File: src/rtl/ram_port_arbiter.sv
// ram_port_arbiter: shares a single-port write-first RAM between the core (C)
// and the host loader/debug master (H). Per-cycle round-robin with an optional
// host burst lock bounded by LOCK_MAX; routes 1-cycle read data to its owner.
// Optional grant/conflict statistics are compiled in with `define ARB_STATS_EN.
module ram_port_arbiter #(
  parameter int unsigned ADDR_WIDTH = 16,
  parameter int unsigned LOCK_MAX   = 8
) (
  input  logic                  clk,
  input  logic                  reset_n,
  input  logic                  c_req,
  input  logic                  c_we,
  input  logic [3:0]            c_strobe,
  input  logic [ADDR_WIDTH-1:0] c_addr,
  input  logic [31:0]           c_wdata,
  output logic                  c_gnt,
  output logic                  c_rvalid,
  output logic [31:0]           c_rdata,
  input  logic                  h_req,
  input  logic                  h_we,
  input  logic [3:0]            h_strobe,
  input  logic [ADDR_WIDTH-1:0] h_addr,
  input  logic [31:0]           h_wdata,
  input  logic                  h_lock,
  output logic                  h_gnt,
  output logic                  h_rvalid,
  output logic [31:0]           h_rdata,
  output logic                  ram_wr_en,
  output logic [3:0]            ram_wr_strobe,
  output logic [ADDR_WIDTH-1:0] ram_addr,
  output logic [31:0]           ram_data_in,
  input  logic [31:0]           ram_data_out,
  output logic [15:0]           stat_c_grants,
  output logic [15:0]           stat_h_grants,
  output logic [15:0]           stat_conflicts
);

  typedef enum logic {
    PORT_C = 1'b0,
    PORT_H = 1'b1
  } port_t;

  localparam logic [7:0] LOCK_LIM = 8'(LOCK_MAX);

  port_t       last_gnt;
  logic [7:0]  lock_cnt;
  logic        rd_owner_valid;
  port_t       rd_owner;
  logic [31:0] c_rdata_q;
  logic [31:0] h_rdata_q;
  logic        rd_issue;

  // Grant decision: lock keeps the host only while it also won last cycle.
  always_comb begin
    c_gnt = 1'b0;
    h_gnt = 1'b0;
    if (reset_n) begin
      if (c_req && h_req) begin
        if (h_lock && (last_gnt == PORT_H) && (lock_cnt < LOCK_LIM)) begin
          h_gnt = 1'b1;
        end else if (last_gnt == PORT_H) begin
          c_gnt = 1'b1;
        end else begin
          h_gnt = 1'b1;
        end
      end else if (c_req) begin
        c_gnt = 1'b1;
      end else if (h_req) begin
        h_gnt = 1'b1;
      end
    end
  end

  // RAM mux: idle cycles present the core address with writes disabled.
  always_comb begin
    ram_addr      = c_addr;
    ram_data_in   = c_wdata;
    ram_wr_strobe = 4'hF;
    ram_wr_en     = 1'b0;
    if (h_gnt) begin
      ram_addr      = h_addr;
      ram_data_in   = h_wdata;
      ram_wr_strobe = h_strobe;
      ram_wr_en     = h_we;
    end else if (c_gnt) begin
      ram_wr_strobe = c_strobe;
      ram_wr_en     = c_we;
    end
  end

  assign rd_issue = (c_gnt & ~c_we) | (h_gnt & ~h_we);

  // Read return is masked during reset so an in-flight read is dropped.
  assign c_rvalid = reset_n & rd_owner_valid & (rd_owner == PORT_C);
  assign h_rvalid = reset_n & rd_owner_valid & (rd_owner == PORT_H);
  assign c_rdata  = c_rvalid ? ram_data_out : c_rdata_q;
  assign h_rdata  = h_rvalid ? ram_data_out : h_rdata_q;

  // Arbitration history and host lock counter.
  always_ff @(posedge clk) begin
    if (!reset_n) begin
      last_gnt <= PORT_H;
      lock_cnt <= '0;
    end else begin
      if (c_gnt) begin
        last_gnt <= PORT_C;
      end else if (h_gnt) begin
        last_gnt <= PORT_H;
      end
      if (!c_req || c_gnt) begin
        lock_cnt <= '0;
      end else if (h_gnt && (lock_cnt < LOCK_LIM)) begin
        lock_cnt <= lock_cnt + 8'd1;
      end
    end
  end

  // Read ownership tracking and per-port held read data.
  always_ff @(posedge clk) begin
    if (!reset_n) begin
      rd_owner_valid <= 1'b0;
      rd_owner       <= PORT_C;
      c_rdata_q      <= '0;
      h_rdata_q      <= '0;
    end else begin
      rd_owner_valid <= rd_issue;
      if (rd_issue) begin
        rd_owner <= h_gnt ? PORT_H : PORT_C;
      end
      if (c_rvalid) begin
        c_rdata_q <= ram_data_out;
      end
      if (h_rvalid) begin
        h_rdata_q <= ram_data_out;
      end
    end
  end

`ifdef ARB_STATS_EN
  // Free-running wrap-around statistics counters.
  always_ff @(posedge clk) begin
    if (!reset_n) begin
      stat_c_grants  <= '0;
      stat_h_grants  <= '0;
      stat_conflicts <= '0;
    end else begin
      if (c_gnt) begin
        stat_c_grants <= stat_c_grants + 16'd1;
      end
      if (h_gnt) begin
        stat_h_grants <= stat_h_grants + 16'd1;
      end
      if (c_req && h_req) begin
        stat_conflicts <= stat_conflicts + 16'd1;
      end
    end
  end
`else
  assign stat_c_grants  = '0;
  assign stat_h_grants  = '0;
  assign stat_conflicts = '0;
`endif

endmodule

File: config.mk
export PLATFORM = sky130hd
export DESIGN_NAME = ram_port_arbiter
export DESIGN_NICKNAME = d
export VERILOG_FILES = /design/src/rtl/ram_port_arbiter.sv
export SDC_FILE = /design/constraint.sdc
export NUM_CORES = 1
export LEC_CHECK = 0
export ABC_CLOCK_PERIOD_IN_PS = 2760
export CORE_AREA = 2 2 120 122
export DETAILED_ROUTE_END_ITERATION = 10
export DIE_AREA = 0 0 122 124
export GPL_TIMING_DRIVEN = 1
export HOLD_SLACK_MARGIN = 0.03
export PLACE_DENSITY = 0.72
export SLEW_MARGIN = 15
export SYNTH_ARGS = -nofsm -noshare
export SYNTH_HDL_FRONTEND = slang
export SYNTH_SLANG_ARGS = --single-unit
export TNS_END_PERCENT = 1
File: constraint.sdc
create_clock -name clk -period 2.76 [get_ports clk]
set_input_delay 0.276 -clock clk [delete_from_list [all_inputs] [get_ports clk]]
set_output_delay 0.276 -clock clk [all_outputs]
set_load 0.01 [all_outputs]
# Word level (Yosys, flattened, before mapping)
# Cells that the tools add are included.
# word_totals
n_memories	0
rom_bits	0
ff_bits	75
out_inout_bits	169
input_bits	143
ramBits	0
latchBits	0
# classes
mux	22
n_bitwise	10
reduce_logical	8
add_sub_neg	1
n_lt_le_gt_ge	1
shifts	0
eq_ne	0
n_div	0
multipliers	0
# op_table
cell	n
$mux W32	3
$mux W1	16
$mux W16	1
$add A8 B1 Y8 const B	1
$lt A8 B4 Y1 const B	1
$mux W4	2
$and A1 B1 Y1	5
$logic_and A1 B1 Y1	4
$not A1 Y1	4
$reduce_bool A2 Y1	1
$reduce_or A2 Y1	1
$logic_not A1 Y1	1
$logic_or A1 B1 Y1	1
$or A1 B1 Y1	1

# Depth between registers and ports, before layout
# logic_depth
word_depth	7
ltp_mapped	7
mapped_depth_nobuf	5

# Worst setup path after synthesis
# No wires, ideal clock.
# synth_timing
kind	register to output
startpoint	register lock_cnt[7]
endpoint	output port ram_addr[0]
t_required_ns	2.484
setup_slack_ns	0.514
n_path_buf	2
stages_incl_launch_ff	7
arrival_time_ns	1.970
path_cell_list	dfxtp_1 or4_4 or3_1 a31o_1 buf_6 buf_6 mux2_4
# synth_between
elab_chain_len	6
# synth_lines
element	line_no	source
from (decl)	46	logic [7:0] lock_cnt;
from (signal assigned)	113	lock_cnt <= lock_cnt + 8'd1;
$lt A8 B4 Y1	59	if (h_lock && (last_gnt == PORT_H) && (lock_cnt < LOCK_LIM)) begin
$logic_and A1 B1 Y1	59	
$mux W1	59	
$mux W1	58	if (c_req && h_req) begin
$mux W1	57	if (reset_n) begin
$mux W16	80	if (h_gnt) begin
to (decl)	30	output logic [ADDR_WIDTH-1:0] ram_addr,
# No other way between the ends.

# Worst setup path in the final report
# layout_timing
startpoint	register lock_cnt[7]
endpoint	output port ram_data_in[17]
# layout_between
elab_chain_len	6
# layout_lines
element	line_no	source
$lt A8 B4 Y1	59	
$logic_and A1 B1 Y1	59	
$mux W1	59	
$mux W1	58	
$mux W1	57	
$mux W32	80	
to (decl)	31	output logic [31:0] ram_data_in,
# No other way between the ends.

==> reports/metrics.cfg <==
[logic_synthesis]
synthDistinctLibCells=35
yosys.area.top_type=dfxtp_1
syn_area_um2=4110
ys_seq_elements=75
ys.flop_type=dfxtp_1
synth-edff-count=0
ys_top_cells_by_count=dfxtp_1, and2_1, mux2_2
postSynthAreaPerCell_um2=11.2
synth_top_area_share_pct=36.5
yosys_warnings=0
synth_area_leaders=dfxtp_1, mux2_2, mux2_4, and2_1, buf_4
ys_seq_area_share_pct=36.5
synth_cells=366
yosysMostFrequentCell=dfxtp_1
ys_async_sr_fraction_pct=0

[final_layout]
seq_area_um2=1500
multi_input_area_um2=2320
fill_cells=1173
layoutNonFillerInstCount=823
drive_gt1_share_pct=32.3
nets=782
antenna_cells=0
post-route-util_pct=52.4
area_growth_pct=74.7

[global_routing]
grt_first_pass_wirelength_um=21000
grt_max_degree=45
overflow=0
antenna_found_initial=0
grt_pass1_vias=3700
track_usage_pct=18.8

[worst_setup_path]
reg2reg_from=lock_cnt[7]
crit_chain=or4_4 > or3_4 > a31o_4 > buf_4 > buf_4 > mux2_4 > buf_2
critical_path_required_ns=2.48
reg2reg_to=lock_cnt[2]
critPathTopFamily=simple AND/OR/NAND/NOR gates
cp_slowest_cell=or4_4
path_max_fanout=5
crit_type=register to output pin
ff2ff_path_depth=5
worstPathArrival_ns=2.57
crit_buf_inv=3
cpMostUsedCell=buf_4
cp.depth=7
start_kind=register
r2r_slack_ns=0.75
endpoint_kind=output pin
slowest_delay_ns=0.52

[floorplan]
die_h_um=124
start_util_pct=30.0
coreArea_um2=13700
die_area_um2=15100
dieWidth_um=122
io_pins=312
fp-row-count=43

[timing]
grt_setup_unrepaired=true
relSlewSlack_pct=55.8
setup-tns-final_ns=-0.482
period_needed_ns=2.85
final-max-slew-violation-count=0
fin_crit_sh_pct=103
setup_viol=6
worst_slack_ns=-0.0861
tightestPinTransition_ns=0.656
fmax_ghz=0.351
finalHoldViolations=0
clock-skew-final_ns=0.00733

[power]
p_int_mw=2.39
switching_power_mw=0.748
ir_worst_vdd_mv=0.344
switching_share_pct=23.8
pwr-share-clk_pct=40.1
pwr-share-seq_pct=35.4
finalPower_mw=3.14
p_leak_nw=3.25
power_density_nw_per_um2=437
combPwrFrac_pct=24.5

[hold_path]
hold_path_class=input pin to register
hold_path_end=last_gnt
hold_depth=2
worstHoldStart=reset_n

[cts]
cts-htree-levels=3
holdBufCountCts=0
clk_latency_ns=0.33
cts_max_path_buffers=2
root_buffer=clkbuf_16
clkTransAtPathRegs_ns=0.06
cts.sinks=75
cts_buffers=9
tritoncts=built

[placement]
placed_cells=805
dp_slack_ns=-0.0947
gp_congestion=0.829
dp.final_hpwl_um=12000
port_buffers=263

[routing]
routed_wl_um=15300
final_antenna_net_count=0
vias=3573
drc_errors=0
avgRoutedWirePerCell_um=18.5
vias_per_cell=4.34
drt_iter0_markers=85
first_pass_iters=4

[outcome]
violations=negative setup slack
status=finished with violations

[flow_run]
cap_viol_max_count=0

layout make-up:
| type | count | share of cell area [%] |
|---|---|---|
| Multi-Input combinational cell | 264 | 32.4 |
| Inverter | 7 | 0.366 |
| Clock inverter | 6 | 1.20 |
| Tap cell | 180 | 3.13 |
| Clock buffer | 10 | 3.33 |
| Sequential cell | 75 | 20.9 |
| Timing Repair Buffer | 281 | 38.7 |
power groups by stage:
stage / clock, mW / sequential (mW) / combinational [mW]
floorplan: 0 / 1.13 / 0.348
global route: 1.35 / 1.11 / 0.815
global placement: 0 / 1.13 / 0.766
detailed placement: 0 / 1.14 / 0.770
finish: 1.26 / 1.11 / 0.770
CTS: 1.30 / 1.11 / 0.732
timing repair:
item | CTS | global route
resized for setup | 191 | 38
setup buffers | 1 | 0
pin swaps | 3 | 0
setup endpoints to repair | 55 | 50
gates cloned | 1 | 0
flip-flops by register name, indices dropped and copies added (netlist names):
register        cells
h_rdata_q          32
c_rdata_q          32
rd_owner            1
lock_cnt            8
rd_owner_valid      1
last_gnt            1
cells in the final DEF, fill, tap and decap left out, types with 6 or more instances in the layout:
cell type and count:
conb_1 48, clkdlybuf4s50_1 208, buf_6 30, and2_1 68
mux2_4 44, buf_12 6, buf_2 16, inv_1 7
buf_4 13, dfxtp_1 74, clkbuf_16 9, mux2_2 68
per-stage QoR:
step                hold slack (ns)  area, µm²
floorplan                     0.370       4290
global placement              0.444       6870
detailed placement            0.448       6870
CTS                           0.207       7030
global route                  0.213       7190
finish                        0.221       7190
worst max-delay path by stage:
stage / from / to / slack, ns
global route: lock_cnt[7] / ram_data_in[17] / -0.15
finish: lock_cnt[7] / ram_data_in[17] / -0.09
CTS: lock_cnt[7] / ram_data_in[14] / -0.21
global placement: h_lock / ram_data_in[12] / -0.08
floorplan: lock_cnt[7] / ram_addr[0] / 0.51
detailed placement: h_lock / ram_data_in[18] / -0.09
per-layer routing:
metal | GRT usage [%] | routed length [µm] | vias up | share of wire (%)
met5 | 0 | 0 | - | 0
met4 | 4.96 | 150 | 0 | 0.98
met3 | 6.87 | 1530 | 14 | 10
met2 | 31.6 | 7260 | 178 | 48
met1 | 22.7 | 6310 | 1684 | 41
li1 | - | - | 1697 | -
cell families after synthesis:
logic type	count (synthesis)	synth area share (%)
muxes	113	34.9
and+or+nand+nor	86	12.9
other	1	0.0912
adders and majority gates	1	0.304
DFF	75	36.5
AOI/OAI and AO/OA	14	2.74
xor gates and xnor gates	1	0.213
buffers and inverters	75	12.3
Power figures use the tool's default switching activity.
